## src/rtl/buton_pietoni.sv

```systemverilog
// Pedestrian call unit: synchronises and debounces the push-button, latches one
// request on `buton` until pedestrian green, blinks a wait lamp, counts served calls.
module buton_pietoni #(
  parameter int DEBOUNCE_CYCLES = 4,
  parameter int BLINK_CYCLES    = 3
) (
  input  logic       clk,
  input  logic       rst_n,
  input  logic       buton_raw,
  input  logic       semafor_pietoni,
  output logic       buton,
  output logic       lampa_asteptare,
  output logic [7:0] nr_cereri
);

  localparam logic [1:0] IDLE   = 2'd0;
  localparam logic [1:0] CERERE = 2'd1;
  localparam logic [1:0] SERVIT = 2'd2;

  localparam logic [7:0] DEB_LAST   = 8'(DEBOUNCE_CYCLES - 1);
  localparam logic [7:0] BLINK_LAST = 8'(BLINK_CYCLES - 1);

  logic       sync1, sync2;
  logic       deb, deb_prev;
  logic [7:0] cnt_deb;
  logic [1:0] state, state_next;
  logic       blink;
  logic [7:0] cnt_blink;
  logic       press;

  // NOTE: two-flop synchroniser on the asynchronous button; sequential state
  // always uses non-blocking assignments so every flop samples pre-edge values.
  always_ff @(posedge clk or negedge rst_n) begin
    if (!rst_n) begin
      sync1 <= 1'b0;
      sync2 <= 1'b0;
    end else begin
      sync1 <= buton_raw;
      sync2 <= sync1;
    end
  end

  // A new level is accepted only after DEBOUNCE_CYCLES consecutive differing samples.
  always_ff @(posedge clk or negedge rst_n) begin
    if (!rst_n) begin
      deb      <= 1'b0;
      deb_prev <= 1'b0;
      cnt_deb  <= 8'd0;
    end else begin
      deb_prev <= deb;
      if (sync2 != deb) begin
        if (cnt_deb == DEB_LAST) begin
          deb     <= sync2;
          cnt_deb <= 8'd0;
        end else begin
          cnt_deb <= cnt_deb + 8'd1;
        end
      end else begin
        cnt_deb <= 8'd0;
      end
    end
  end

  assign press = deb & ~deb_prev;

  // NOTE: next-state defaults to the current state before the case, so no
  // path leaves state_next unassigned and no latch is inferred.
  always_comb begin
    state_next = state;
    case (state)
      IDLE:    if (press && !semafor_pietoni) state_next = CERERE;
      CERERE:  if (semafor_pietoni)           state_next = SERVIT;
      SERVIT:  if (!semafor_pietoni)          state_next = IDLE;
      default: state_next = IDLE;
    endcase
  end

  always_ff @(posedge clk or negedge rst_n) begin
    if (!rst_n) state <= IDLE;
    else        state <= state_next;
  end

  // Blink phase restarts on every entry to CERERE so the lamp always opens lit.
  always_ff @(posedge clk or negedge rst_n) begin
    if (!rst_n) begin
      blink     <= 1'b1;
      cnt_blink <= 8'd0;
    end else if (state_next != CERERE || state != CERERE) begin
      blink     <= 1'b1;
      cnt_blink <= 8'd0;
    end else if (cnt_blink == BLINK_LAST) begin
      blink     <= ~blink;
      cnt_blink <= 8'd0;
    end else begin
      cnt_blink <= cnt_blink + 8'd1;
    end
  end

  always_ff @(posedge clk or negedge rst_n) begin
    if (!rst_n) begin
      nr_cereri <= 8'd0;
    end else if (state == CERERE && semafor_pietoni && nr_cereri != 8'hFF) begin
      nr_cereri <= nr_cereri + 8'd1;
    end
  end

  assign buton           = (state == CERERE);
  assign lampa_asteptare = (state == CERERE) & blink;

endmodule

```

## config.mk

```make
export PLATFORM = sky130hd
export DESIGN_NAME = buton_pietoni
export DESIGN_NICKNAME = d
export VERILOG_FILES = /design/src/rtl/buton_pietoni.sv
export SDC_FILE = /design/constraint.sdc
export NUM_CORES = 1
export LEC_CHECK = 0
export CAP_MARGIN = 20
export CORE_AREA = 4 4 62 78
export DETAILED_ROUTE_END_ITERATION = 10
export DIE_AREA = 0 0 66 82
export PLACE_DENSITY = 0.5
export SETUP_SLACK_MARGIN = 0.2
export SYNTH_ARGS = -nofsm -noshare
export SYNTH_HDL_FRONTEND = slang
export SYNTH_SLANG_ARGS = --single-unit
```

## constraint.sdc

```tcl
create_clock -name clk -period 1.86 [get_ports clk]
set_input_delay 0.186 -clock clk [delete_from_list [all_inputs] [get_ports clk]]
set_output_delay 0.186 -clock clk [all_outputs]
set_load 0.1 [all_outputs]
```

# Yosys cells after proc, flatten, opt, wreduce, memory -nomap -nowiden
# Index checks and enable logic that the tools add are counted.
[word_totals] ff_bits=31 elab_cells=42
[op_classes] n_addsub=3 n_eq_ne=8 mux=10 n_bitwise=4 reduce_logical=8
[ops] op="$mux W8" n=4
[ops] op="$add A8 B1 Y8 const B" n=3
[ops] op="$eq A8 B2 Y1 const B" n=2
[ops] op="$ne A8 B8 Y1 const B" n=1
[ops] op="$mux W2" n=3
[ops] op="$pmux W2 S3" n=1
[ops] op="$ne A2 B1 Y1 const B" n=2
[ops] op="$logic_and A1 B1 Y1" n=3
[ops] op="$and A1 B1 Y1" n=2
[ops] op="$eq A2 B1 Y1 const B" n=1
[ops] op="$eq A2 B2 Y1 const B" n=1
[ops] op="$logic_not A2 Y1" n=1
[ops] op="$mux W1" n=2
[ops] op="$not A1 Y1" n=2
[ops] op="$reduce_and A2 Y1" n=1
[ops] op="$reduce_bool A2 Y1" n=1
[ops] op="$logic_not A1 Y1" n=1
[ops] op="$logic_or A1 B1 Y1" n=1
[ops] op="$ne A1 B1 Y1" n=1

# Depth between registers and ports, before layout
# Gate-level depths: netlist (run 1).
[depth] ltp_word=8 ltp_mapped=5 ltp_nobuf=5

# Worst setup path after synthesis (run 1)
# No wires, ideal clock.
[synth_path] path_kind="flip-flop to output port" startpoint="register state[1]" endpoint="output port lampa_asteptare" arrival_time_ns=2.109 setup_slack_ns=-0.435 stages_incl_launch_ff=4 n_path_buf=0 cell_sequence="dfrtp_1 -> nand2b_1 -> inv_1 -> and2_1"
[synth_between] elab_chain_len=2
[synth_rtl] element="start: declaration" line="26" text="logic [1:0] state, state_next;"
[synth_rtl] element="start signal: assignment" line="80" text="else state <= state_next;"
[synth_rtl] element="$eq A2 B1 Y1"
[synth_rtl] element="named net buton" line="11" text="output logic buton,"
[synth_rtl] element="$and A1 B1 Y1" line="108" text="assign lampa_asteptare = (state == CERERE) & blink;"
[synth_rtl] element="end: declaration" line="12" text="output logic lampa_asteptare,"
# The timed path passes the listed nets, and every way through them passes these cells.

# Worst setup path after layout (run 1)
[layout_path] startpoint="register cnt_deb[0]" endpoint="register deb"
[layout_between] elab_chain_len=2
[layout_rtl] element="start: declaration" line="25" text="logic [7:0] cnt_deb;"
[layout_rtl] element="start signal: assignment" line="56" text="cnt_deb <= cnt_deb + 8'd1;"
[layout_rtl] element="$eq A8 B2 Y1" line="52" text="if (cnt_deb == DEB_LAST) begin"
[layout_rtl] element="$reduce_and A2 Y1 (no source line)"
[layout_rtl] element="end signal: assignment" line="53" text="deb <= sync2;"
[layout_rtl] element="end: declaration" line="24" text="logic deb, deb_prev;"
# Every way passes these cells.
# A chain may end at the register's enable or synchronous reset.

==> impl_metrics.env, run 1 <==
export IMPL_wirelength_um=2742
export IMPL_root_buffer="clkbuf_8"
export IMPL_yosysUniqueCellTypes=35
export IMPL_vias=1095
export IMPL_synth_area_um2=1443
export IMPL_grt_pass1_vias=1096
export IMPL_hold_class="input pin to asynchronous set/reset pin"
export IMPL_relSlewSlack_pct=68.89
export IMPL_endpoint_kind="register"
export IMPL_fin_skew_ns=0.003790
export IMPL_ys_flop_type="dfrtp_1"
export IMPL_syn_to_final_growth_pct=32.78
export IMPL_fin_crit_ns=1.636
export IMPL_max_cap_viol_count=0
export IMPL_netlist_instances=131
export IMPL_synth_edff_count=0
export IMPL_ant_nets=0
export IMPL_setup_tns_ns=0
export IMPL_clk_insertion_delay_late_ns=0.28
export IMPL_synthArstFlopShare_pct=100.0
export IMPL_via_per_inst=4.955
export IMPL_antenna_found_initial=0
export IMPL_rows=26
export IMPL_final_util_pct=47.11
export IMPL_io_buffers=13
export IMPL_rsz0062_at_grt="true"
export IMPL_drc=0
export IMPL_leakage_uw=0.0008086
export IMPL_synth_fp_nets=139
export IMPL_timing_critical_path_slowest_cell_delay_ns=0.50
export IMPL_arrival_ns=1.80
export IMPL_cts_tree="done"
export IMPL_drtIter0Drc=12
export IMPL_num_antenna_cells=0
export IMPL_tightest_slew_ns=0.4656
export IMPL_initial_core_util_pct=35.48
export IMPL_grt_max_degree=32
export IMPL_cts_made_buffers=5
export IMPL_fmax_mhz=611.4
export IMPL_yosys_warnings=0
export IMPL_coreArea_um2=4066
export IMPL_gp_congestion=0.7657
export IMPL_power_density_nw_per_um2=1361
export IMPL_avgRoutedWirePerCell_um=12.41
export IMPL_cp_slowest_cell="or4b_4"
export IMPL_syn_avg_cell_area_um2=11.01
export IMPL_die_w_um=66
export IMPL_status="complete, no violations"
export IMPL_cts_htree_levels=2
export IMPL_cp_start_kind="register"
export IMPL_boundaryPins=14
export IMPL_ys_seq_area_share_pct=53.86
export IMPL_drv_slew=0
export IMPL_crit_path_cell_trace="ha_2 > or4b_4 > nor4_4 > mux2_4"
export IMPL_setup_viol=0
export IMPL_grt_ovfl_total=0
export IMPL_ir_drop_v=0.0005919
export IMPL_clkSinkCount=31
export IMPL_dp_hpwl_um=1948
export IMPL_grt_total_usage_pct=11.91
export IMPL_fin_crit_sh_pct=87.94
export IMPL_path_class="register to register"
export IMPL_drive_above_1_share_pct=32.12
export IMPL_final_nets=172
export IMPL_total_power_uw=2607
export IMPL_cp_max_fo=2
export IMPL_report_final_hold_viol_count=0
export IMPL_path_clk_slew_ns=0.06
export IMPL_die_area_um2=5412
export IMPL_cts_buffer_depth=2
export IMPL_required_ns=2.03
export IMPL_ys_seq_elements=31
export IMPL_grt_first_pass_wirelength_um=4774
export IMPL_dr_pass1_iters=4
export IMPL_die_h_um=82
==> repair_timing <==
action,CTS,global route
setup endpoints to repair,9,19
endpoints found under the hold margin,0,0
hold buffers,0,0
pin swaps,2,1
gates resized for setup,1,5
setup buffers,5,4
==> final timing paths <==
| kind | slack [ns] | endpoint | startpoint | depth (start not counted) |
|---|---|---|---|---|
| setup / recovery | 0.22 | deb$_DFFE_PN0P_ | cnt_deb[0]$_DFF_PN0_ | 4 |
| hold / removal | 0.30 | nr_cereri[0]$_DFFE_PN0P_ | rst_n | 2 |
| setup reg to reg | 0.22 | deb$_DFFE_PN0P_ | cnt_deb[0]$_DFF_PN0_ | 4 |
| hold reg to reg | 0.35 | sync2$_DFF_PN0_ | sync1$_DFF_PN0_ | 0 |
| max in group asynchronous | 1.23 | nr_cereri[4]$_DFFE_PN0P_ | rst_n | 2 |
| min in group clk | 0.34 | sync1$_DFF_PN0_ | buton_raw | 1 |
==> power breakdown <==
part           leakage, uW  total, uW  switching [uW]  internal, uW
clock network    0.0000515        568             231           337
logic             0.000358       1100             700           400
registers         0.000399        939             130           809
==> cells by family (layout without fill, tap and decap cells) <==
group                      Yosys count  count (layout)  share of synthesized area (%)
buffers and inverters                6              40                          1.561
AOI/OAI and AO/OA                   23              23                          11.71
adders and majority gates            4               4                          3.469
xor gates and xnor gates            11              11                          6.679
DFF                                 31              31                          53.86
and+or+nand+nor                     53              53                          20.38
muxes                                3               3                          2.342
==> through the flow <==
stage | std cells | worst slack, ns | cell area [um^2] | hold WS (ns)
final | 221 | 0.2243 | 1916 | 0.3033
after global routing | 221 | 0.1677 | 1916 | 0.3446
after CTS | 217 | 0.2007 | 1857 | 0.3152
after detailed placement | 204 | 0.08338 | 1717 | 0.3362
after global placement | 204 | 0.1251 | 1717 | 0.3352
after floorplan | 131 | 0.1890 | 1484 | -0.1096
==> sequential cells by signal, summed over array words and instances (netlist names) <==
| signal | flops |
|---|---|
| state | 2 |
| blink | 1 |
| deb | 1 |
| sync1 | 1 |
| sync2 | 1 |
| nr_cereri | 8 |
| cnt_deb | 8 |
| cnt_blink | 8 |
| deb_prev | 1 |
==> worst max-delay path, delay by kind of cell, from the launching register on <==
| kind | cells | cell delay, ns |
|---|---|---|
| flip-flops | 1 | 0.36 |
| adder cells (fa/ha/maj) | 1 | 0.18 |
| AND/OR/NAND/NOR | 2 | 0.67 |
| multiplexers | 1 | 0.32 |
==> synth_stat cells (all sizes together), types with 4 or more instances <==
master,count,share of area (%)
nor2,11,2.9
nand3,9,3.1
o21ai,8,3.0
a21oi,7,2.4
ha,4,3.5
inv,5,1.3
nand2,7,1.8
xor2,8,4.9
or3,8,3.5
dfrtp,30,52
==> placed cells by master (no fill, tap or decap), types with 2 or more instances in the layout <==
cell             instances
nor3_1                   3
dfrtp_1                 22
nor2_1                  11
buf_4                   22
mux2_4                   2
clkbuf_8                 7
buf_12                   2
xor2_1                   8
inv_1                    4
xnor2_1                  3
or3_1                    8
clkdlybuf4s50_1          3
a21oi_1                  7
dfrtp_4                  7
ha_1                     3
nand2_1                  7
nand4_1                  3
nor4_1                   2
o21ai_0                  7
or4b_4                   2
nand3_1                  9
nand2b_1                 2
==> per-layer routing <==
layer  share of wire [%]  global-route usage, %
met2                  55                  22.17
met5                   0                      0
met4                 2.0                  5.488
met3                 4.6                  4.241
met1                  38                  11.64
==> cell type report <==
type | count | area (um^2)
inverter | 5 | 22.52
timing repair buffer | 27 | 235.2
multi-input combinational | 94 | 683.2
sequential | 31 | 804.5
fill | 386 | 2151
clock buffer | 8 | 100.1
tap | 56 | 70.07
No activity file was read; power rests on OpenSTA's default activity.
==> run 2, diff against run 1 <==
--- a/config.mk
+++ b/config.mk
@@ -9,6 +9,7 @@
 export CORE_AREA = 4 4 62 78
 export DETAILED_ROUTE_END_ITERATION = 10
 export DIE_AREA = 0 0 66 82
+export HOLD_SLACK_MARGIN = 0.05
 export PLACE_DENSITY = 0.5
 export SETUP_SLACK_MARGIN = 0.2
 export SYNTH_ARGS = -nofsm -noshare
==> results of run 2 <==
No change in the layout: final DEF, timing and power equal those of run 1.
==> run 3, diff against run 2 <==
--- a/config.mk
+++ b/config.mk
@@ -9,7 +9,7 @@
 export CORE_AREA = 4 4 62 78
 export DETAILED_ROUTE_END_ITERATION = 10
 export DIE_AREA = 0 0 66 82
-export HOLD_SLACK_MARGIN = 0.05
+export HOLD_SLACK_MARGIN = 0.12
 export PLACE_DENSITY = 0.5
 export SETUP_SLACK_MARGIN = 0.2
 export SYNTH_ARGS = -nofsm -noshare
==> results of run 3 <==
No change in the layout: final DEF, timing and power equal those of run 1.
